--- config.mk ---
export PLATFORM = sky130hd
export DESIGN_NAME = spi_frame_shifter
export DESIGN_NICKNAME = d
export VERILOG_FILES = /design/src/rtl/spi_pkg.sv /design/src/rtl/spi_frame_shifter.sv
export SDC_FILE = /design/constraint.sdc
export NUM_CORES = 1
export LEC_CHECK = 0
export CAP_MARGIN = 25
export CORE_MARGIN = 5
export CORE_UTILIZATION = 32
export CTS_CLUSTER_DIAMETER = 40
export DETAILED_ROUTE_END_ITERATION = 8
export GPL_TIMING_DRIVEN = 0
export PLACE_DENSITY_LB_ADDON = 0.1
export SYNTH_ARGS = -nofsm -noshare
export SYNTH_HDL_FRONTEND = slang
export SYNTH_SLANG_ARGS = --single-unit
--- constraint.sdc ---
create_clock -name CLKB -period 3 [get_ports CLKB]
set_input_delay 0.9 -clock CLKB [delete_from_list [all_inputs] [get_ports CLKB]]
set_output_delay 0.9 -clock CLKB [all_outputs]
set_load 0.01 [all_outputs]
--- src/rtl/spi_pkg.sv ---
// ============================================================================
//  Module      : spi_pkg
//  Description : Shared types, constants and length clamp for the SPI frame
//                shifter family.
//  Revision    : 1.0 - initial release
// ============================================================================
`default_nettype none

package spi_pkg;

    localparam int DEFAULT_WIDTH = 16;

    typedef enum logic [1:0] {
        ST_IDLE  = 2'd0,
        ST_SHIFT = 2'd1,
        ST_DONE  = 2'd2
    } state_e;

    // A zero or oversize length request means "full register width".
    function automatic int unsigned eff_len(input int unsigned len, input int unsigned width);
        return ((len == 0) || (len > width)) ? width : len;
    endfunction

endpackage

`default_nettype wire

--- src/rtl/spi_frame_shifter.sv ---
// ============================================================================
//  Module      : spi_frame_shifter
//  Description : Tick-paced SPI shift register with runtime frame length,
//                selectable bit order and start/busy/done handshake.
//                Optional macro SPI_FRAME_SHIFTER_LOOPBACK_EN adds a loopback
//                input that feeds tx back into the receive path.
//  Revision    : 1.0 - initial release
// ============================================================================
`default_nettype none

module spi_frame_shifter
    import spi_pkg::*;
#(
    parameter int   WIDTH     = DEFAULT_WIDTH,
    parameter int   MSB_FIRST = 1,
    parameter logic IDLE_TX   = 1'b1,
    parameter int   LEN_W     = $clog2(WIDTH + 1)
) (
    input  logic             CLKB,
    input  logic             RST,
    input  logic             start,
    input  logic [LEN_W-1:0] len,
    input  logic [WIDTH-1:0] data_in,
    input  logic             tick,
    input  logic             rx,
`ifdef SPI_FRAME_SHIFTER_LOOPBACK_EN
    input  logic             loopback,
`endif
    output logic             tx,
    output logic [WIDTH-1:0] data_out,
    output logic             busy,
    output logic             done
);

    state_e             state_q, state_d;
    logic [WIDTH-1:0]   shreg_q, shreg_d;
    logic [LEN_W-1:0]   cnt_q, cnt_d;
    logic [LEN_W-1:0]   len_q, len_d;
    logic [WIDTH-1:0]   data_out_q, data_out_d;

    logic [LEN_W-1:0]   w_len_eff;
    logic [WIDTH-1:0]   w_mask_cur;
    logic [WIDTH-1:0]   w_top_cur;
    logic               w_tx_bit;
    logic               w_rx_bit;
    logic               w_last;

    // Ones in bit positions [l-1:0].
    function automatic logic [WIDTH-1:0] len_mask(input logic [LEN_W-1:0] l);
        logic [WIDTH-1:0] m;
        for (int i = 0; i < WIDTH; i++) begin
            m[i] = (LEN_W'(i) < l);
        end
        return m;
    endfunction

    assign w_len_eff  = LEN_W'(eff_len(32'(len), WIDTH));
    assign w_mask_cur = len_mask(len_q);
    assign w_top_cur  = w_mask_cur ^ (w_mask_cur >> 1);
    assign w_tx_bit   = (MSB_FIRST != 0) ? |(shreg_q & w_top_cur) : shreg_q[0];
    assign w_last     = (cnt_q == len_q - LEN_W'(1));

`ifdef SPI_FRAME_SHIFTER_LOOPBACK_EN
    assign w_rx_bit = loopback ? w_tx_bit : rx;
`else
    assign w_rx_bit = rx;
`endif

    always_comb begin
        state_d    = state_q;
        shreg_d    = shreg_q;
        cnt_d      = cnt_q;
        len_d      = len_q;
        data_out_d = data_out_q;
        case (state_q)
            ST_IDLE: begin
                if (start) begin
                    len_d   = w_len_eff;
                    shreg_d = data_in & len_mask(w_len_eff);
                    cnt_d   = '0;
                    state_d = ST_SHIFT;
                end
            end
            ST_SHIFT: begin
                if (tick) begin
                    // Bits at or above L are kept zero so tx always picks bit L-1.
                    if (MSB_FIRST != 0) begin
                        shreg_d = ((shreg_q << 1) | {{(WIDTH-1){1'b0}}, w_rx_bit}) & w_mask_cur;
                    end else begin
                        shreg_d = (shreg_q >> 1) | (w_rx_bit ? w_top_cur : '0);
                    end
                    cnt_d = cnt_q + LEN_W'(1);
                    if (w_last) begin
                        state_d = ST_DONE;
                    end
                end
            end
            ST_DONE: begin
                data_out_d = shreg_q;
                state_d    = ST_IDLE;
            end
            default: begin
                state_d = ST_IDLE;
            end
        endcase
    end

    always_ff @(posedge CLKB) begin
        if (RST) begin
            state_q    <= ST_IDLE;
            shreg_q    <= '0;
            cnt_q      <= '0;
            len_q      <= '0;
            data_out_q <= '0;
        end else begin
            state_q    <= state_d;
            shreg_q    <= shreg_d;
            cnt_q      <= cnt_d;
            len_q      <= len_d;
            data_out_q <= data_out_d;
        end
    end

    assign tx       = (state_q == ST_SHIFT) ? w_tx_bit : IDLE_TX;
    assign busy     = (state_q == ST_SHIFT);
    assign done     = (state_q == ST_DONE);
    assign data_out = data_out_q;

endmodule

`default_nettype wire

==> results.txt, run 1 <==
Final clock period utilization by the worst path: 0.973
Max cap viols: 0
Critical Path Slowest Stage Cell: or3b_2
Worst-Margin Slew: 798 ps
First-pass GRT wire length: 12,900 µm
Area Growth Syn to Fin: 27.8%
Seq/Total Area, Yosys: 0.360
Reg clk slew, reported paths: 90 ps
Final slew viol count: 0
Pre-antenna DRT Iters: 4
Fin nets: 385
Skew final: 6.71 ps
Cell Area, Synth: 2450 µm²
Crit path buf inv count: 3
Port Buffers: 43
Starting Density: 0.334
CTS root buffer: clkbuf_8
Setup-failing EPs final: 0
H-tree depth: 2
YS warnings: 0
Most common cell after layout, fill and taps aside: nand2_1
Cell Chain, Critical Path: buf_8 -> inv_2 -> ha_2 -> or3b_2 -> o21ai_0 -> nand3_1 -> o211ai_1 -> buf_2
Clock Sink Count: 44
DR DRC count: 0
IO Pins: 45
Synthesis-stage register bit count: 44
Total power: 1.32 mW
Outcome: completed
Vias in the first global route: 2,388
FFs w/ async S/R, synth: 0
CP Class: register to primary output
HP Class: register to register
Tmin final: 2920 ps
Antenna violations before repair: 0
Max-slew headroom: 0.466
CP startpoint kind: register
Die area: 9500 µm²
Std-Cell Rows: 31
RSZ-0062 raised after global routing: false
Final HPWL DP: 5990 µm
Post-synth EDFFs: 0
Antenna-violating nets left: 0
P_leak: 1.06 nW
Layout cells sized above 1: 0.115
Crit end category: primary output
Core region area: 7330 µm²
Critical path required time: 2100 ps
Crit path max-delay family: simple AND/OR/NAND/NOR gates
Synth Flop Type: dfxtp_1
Peak supply drop: 183 µV
Max Clock Freq: 343 MHz
Vias/cell: 5.36
Largest net degree at the start of global routing: 14
Netlist cell types: 57
Worst-path fanout max: 10
Max clock buf depth: 2
Grt total ovfl: 0
Routed wire length: 7930 µm
Dpl ws: -305 ps
Setup Buffers After CTS: 0
Number of diodes: 0
Tot GR Track Use: 0.169
WL/cell: 17.4 µm
Clock Latency Late Sink: 300 ps
DR vias: 2,438
CTS tree: yes
Final WS setup: 81.6 ps
Fin. Hold Viols: 0
Cts-stage hold buffer count: 0
Die Span Y: 97.5 µm
Global placement routability congestion: 0.867
Chip width: 97.5 µm
Avg Cell Area, Syn: 8.00 µm²
Crit-path max cell delay: 430 ps
Total CTS buffers: 5
Gate count after technology mapping: 306
PD cells: 423 nW/µm²
Net Count, Synth: 336
Commonest cells after routing, fill and taps aside: nand2_1, dfxtp_1, clkdlybuf4s50_1
Starting DRC count in detailed routing: 213
Worst EP arrival: 2020 ps
-- through the flow --
stage,hold WS (ps),util,setup TNS [ps],instance area [µm²],std cells
final,457,0.427,0,3130,455
after detailed placement,446,0.409,-630,3000,448
after floorplan,443,-,0,2450,306
after global routing,481,0.427,0,3130,455
after global placement,443,0.409,-575,3000,448
after CTS,458,0.425,0,3120,456
-- cell usage after synthesis, drive strengths merged, types with 2 or more instances --
library cell,n,area share
mux2i,5,0.022
a221oi,2,0.0097
o211ai,11,0.034
nand2b,8,0.020
nor2,35,0.057
nor2b,2,0.0051
xnor2,8,0.029
inv,8,0.012
o21ai,9,0.018
a311oi,8,0.031
nor4b,2,0.012
a32oi,5,0.018
xor2,2,0.0072
nand3,12,0.025
ha,4,0.020
or2,2,0.0051
or3b,2,0.0072
a211oi,3,0.011
buf,14,0.034
nor3b,3,0.0092
nand2,45,0.069
nor3,12,0.025
and3b,2,0.0072
clkbuf,8,0.012
dfxtp,44,0.36
a31oi,2,0.0051
a21oi,29,0.061
-- logic make-up after synthesis --
group	Yosys count	share of synthesized area
multiplexers	7	0.0358
flip-flops	44	0.360
AND/OR/NAND/NOR	131	0.261
AO/OA/AOI/OAI	80	0.229
XOR/XNOR	10	0.0358
buffers and inverters	30	0.0583
adder cells (fa/ha/maj)	4	0.0205
-- what timing repair did --
item                                    4_1_cts  5_1_grt
gates cloned                                  0        0
endpoints found under the setup margin        1        4
resized for setup                             9        6
-- sequential cells by signal (all words and copies together) (netlist names) --
| register | count |
|---|---|
| cnt_q | 5 |
| len_q | 5 |
| state_q | 2 |
| data_out | 16 |
| shreg_q | 16 |
-- report_power, final --
group          switching, mW  total, mW  internal (mW)
clock                  0.211      0.458          0.247
combinational          0.132      0.232          0.100
sequential            0.0281      0.632          0.604
total                  0.371       1.32          0.952
-- worst paths after layout --
path,start,depth (start not counted),end,slack (ps)
hold / removal,data_out[10],2,data_out[10],460
setup / recovery,len_q[1],8,tx,80
setup reg to reg,len_q[0],7,state_q[1],1000
hold reg to reg,data_out[10],2,data_out[10],460
-- cell type report --
| cell class | count | area, µm² |
|---|---|---|
| well taps | 99 | 124 |
| flip-flops and latches | 44 | 885 |
| fillers | 765 | 4200 |
| clock inverters | 2 | 35.0 |
| inverters | 8 | 30.0 |
| clock buffers | 6 | 72.6 |
| repair buffers | 43 | 425 |
| plain buffers | 21 | 121 |
| multi-input cells | 232 | 1430 |
-- worst min-delay path, cell delays in order (launching register included) --
cell and delay, ps:
dfxtp_1 320, nand2_1 50, a21oi_1 50
-- layer usage --
| metal | up-vias | share of wire | track usage |
|---|---|---|---|
| li1 | 1200 | - | - |
| met1 | 1137 | 0.48 | 0.241 |
| met2 | 94 | 0.44 | 0.261 |
| met3 | 7 | 0.070 | 0.0280 |
| met4 | 0 | 0.011 | 0.0490 |
| met5 | - | 0 | 0 |
Power figures use the tool's default switching activity.
==> inputs of run 2 (changes only) <==
--- a/config.mk
+++ b/config.mk
@@ -11,7 +11,6 @@
 export CTS_CLUSTER_DIAMETER = 40
 export DETAILED_ROUTE_END_ITERATION = 8
 export GPL_TIMING_DRIVEN = 0
-export PLACE_DENSITY_LB_ADDON = 0.1
 export SYNTH_ARGS = -nofsm -noshare
 export SYNTH_HDL_FRONTEND = slang
 export SYNTH_SLANG_ARGS = --single-unit
==> run 2 against run 1 <==
Compared with the run above:
- count of clock-buffer cells in the layout unchanged
- sequential share of layout area about the same
- routed wire length down 3.6%
==> results.txt, run 2 (same netlist as run 1, synthesis figures left out) <==
Final clock period utilization by the worst path: 0.966 (-0.00635)
Number of diodes: 0 (unchanged)
Clock Latency Late Sink: 310 ps (about the same)
Number of fill cells: 760 (-0.65%)
Chip width: 97.5 µm (unchanged)
Antenna-violating nets left: 0 (unchanged)
Port Buffers: 43 (unchanged)
Final HPWL DP: 5760 µm (-3.9%)
IO Pins: 45 (unchanged)
Commonest cells after routing, fill and taps aside: nand2_1, dfxtp_1, clkdlybuf4s50_1
Max-slew headroom: 0.479 (+0.0130)
Worst r2r path cells: 7 (unchanged)
Tmin final: 2900 ps (-19.1 ps)
Clock share of power: 0.311 (-0.035)
Final WS setup: 101 ps (+19.1 ps)
H-tree depth: 2 (unchanged)
HP Class: register to register
DR vias: 2,434 (-0.16%)
Most common cell after layout, fill and taps aside: nand2_1
Pre-antenna DRT Iters: 4 (unchanged)
Peak supply drop: 173 µV (-5.5%)
Inst Count DP: 448 (unchanged)
Multi-input logic area: 1430 µm² (-0.44%)
CP startpoint kind: register
First-pass GRT wire length: 12,300 µm (-4.1%)
Starting Density: 0.334 (unchanged)
Core region area: 7330 µm² (unchanged)
PD cells: 401 nW/µm² (-5.3%)
Std-Cell Rows: 31 (unchanged)
Hold_sp: data_out[15]
Clock Sink Count: 44 (unchanged)
Global placement routability congestion: 0.928 (+7.0%)
Hold slack: 456 ps (-0.693 ps)
Critical path required time: 2100 ps (about the same)
Largest net degree at the start of global routing: 14 (unchanged)
Worst-path fanout max: 10 (unchanged)
Setup-failing EPs final: 0 (unchanged)
Critical Path Slowest Stage Cell: or3b_2
Non-filler cells, final: 457 (+0.44%)
Routed wire length: 7640 µm (-3.6%)
Sequential cell area: 885 µm² (unchanged)
Crit path from: len_q[1]
Net Sw Frac: 0.290 (+0.00946)
Skew final: 10.2 ps (+3.45 ps)
Max Clock Freq: 345 MHz (+0.66%)
Fin. Hold Viols: 0 (unchanged)
Comb power frac: 0.186 (+0.010)
Starting DRC count in detailed routing: 222 (+4.2%)
Tot GR Track Use: 0.162 (-0.00688)
DR DRC count: 0 (unchanged)
Hold EP: data_out[15]
Launch point of the worst reg-to-reg path: len_q[0]
Area Growth Syn to Fin: 27.7% (about the same)
Worst-Margin Slew: 779 ps (-19.5 ps)
Max cap viols: 0 (unchanged)
Final slew viol count: 0 (unchanged)
Crit end category: primary output
CTS tree: yes
Net Sw Power: 363 µW (-2.1%)
WL/cell: 16.7 µm (-4.0%)
Int Pwr: 889 µW (-6.6%)
Dpl ws: -293 ps (+12.0 ps)
Antenna violations before repair: 0 (unchanged)
Total CTS buffers: 5 (unchanged)
Fin nets: 387 (+0.52%)
Grt total ovfl: 0 (unchanged)
Die area: 9500 µm² (unchanged)
Worst EP arrival: 2000 ps (-20 ps)
Crit-path max cell delay: 430 ps (about the same)
Worst Hold Depth: 2 (unchanged)
P_leak: 1.06 nW (+0.29%)
RSZ-0062 raised after global routing: false
Vias in the first global route: 2,359 (-1.2%)
Outcome: completed
R2r setup slk: 1020 ps (+20 ps)
Reg power frac: 0.503 (+0.025)
Vias/cell: 5.33 (-0.60%)
Max clock buf depth: 2 (unchanged)
Reg clk slew, reported paths: 90 ps (about the same)
CP Class: register to primary output
Layout cells sized above 1: 0.123 (+0.00774)
CTS root buffer: clkbuf_8
Die Span Y: 97.5 µm (unchanged)
Cell Chain, Critical Path: buf_8 -> clkinvlp_4 -> ha_2 -> or3b_2 -> o21ai_0 -> nand3_1 -> o211ai_1 -> buf_2
R2R Path End: state_q[1]
==> run 2: cell types whose count changed in the layout (fill, tap and decap cells not counted) <==
| cell | delta |
|---|---|
| bufinv_16 | -1 |
| a2111oi_0 | -1 |
| clkinvlp_4 | +1 |
| a21oi_4 | -1 |
| a2111oi_1 | +1 |
| buf_4 | +2 |
| inv_2 | -1 |
| clkbuf_1 | -1 |
| a21oi_2 | +1 |
| clkinv_2 | +1 |
| clkbuf_8 | +1 |
==> run 2: per-stage QoR <==
| step | total power, mW | utilization | cell area [µm²] | TNS (ps) |
|---|---|---|---|---|
| after global placement | 0.869 | 0.409 | 3000 | -704 |
| after global routing | 1.30 | 0.426 | 3120 | 0 |
| final | 1.25 | 0.426 | 3120 | 0 |
| after detailed placement | 0.871 | 0.409 | 3000 | -784 |
| after CTS | 1.26 | 0.423 | 3100 | 0 |
| after floorplan | 0.776 | - | 2450 | 0 |
==> run 2: worst max path at each step <==
stage | slack (ps) | to | cells after the start
after floorplan | 490 | tx | 7
after global placement | -290 | tx | 8
after detailed placement | -290 | tx | 8
after CTS | 20 | tx | 8
after global routing | 2 | shreg_q[8] | 8
final | 100 | tx | 8
==> run 2: cell type report <==
| class | count | share of cell area |
|---|---|---|
| Inverter | 8 | 0.0108 |
| Multi-Input combinational cell | 232 | 0.457 |
| Sequential cell | 44 | 0.283 |
| Timing Repair Buffer | 45 | 0.141 |
| Clock inverter | 2 | 0.00320 |
| Tap cell | 99 | 0.0396 |
| Clock buffer | 6 | 0.0264 |
| Buffer | 21 | 0.0388 |
==> run 2: worst max-delay path: cells and delay by family, from the launching register on <==
family / cells / cell delay (ps)
compound gates: 2 / 200
flops: 1 / 370
buf+inv: 3 / 400
fa+ha+maj: 1 / 190
simple gates: 2 / 530
==> run 2: timing repair <==
action / in CTS / in global routing
endpoints found under the setup margin: 1 / 2
buffers inserted: 0 / 2
resized for setup: 10 / 4
hold buffers: 0 / 0
==> run 2: per-layer routing <==
metal | share of wire | global-route usage | routed length (µm) | vias up
met4 | 0.018 | 0.0575 | 141 | 0
li1 | - | - | - | 1199
met2 | 0.44 | 0.254 | 3390 | 79
met3 | 0.065 | 0.0424 | 495 | 9
met1 | 0.47 | 0.214 | 3620 | 1147
met5 | 0 | 0 | 0 | -
==> run 2: power groups by stage <==
stage | Sequential (mW) | Clock, mW | Combinational [mW]
2_1_floorplan | 0.634 | 0 | 0.141
3_3_place_gp | 0.644 | 0 | 0.226
3_5_place_dp | 0.644 | 0 | 0.227
4_1_cts | 0.630 | 0.398 | 0.227
5_1_grt | 0.634 | 0.416 | 0.251
6_report | 0.630 | 0.389 | 0.233
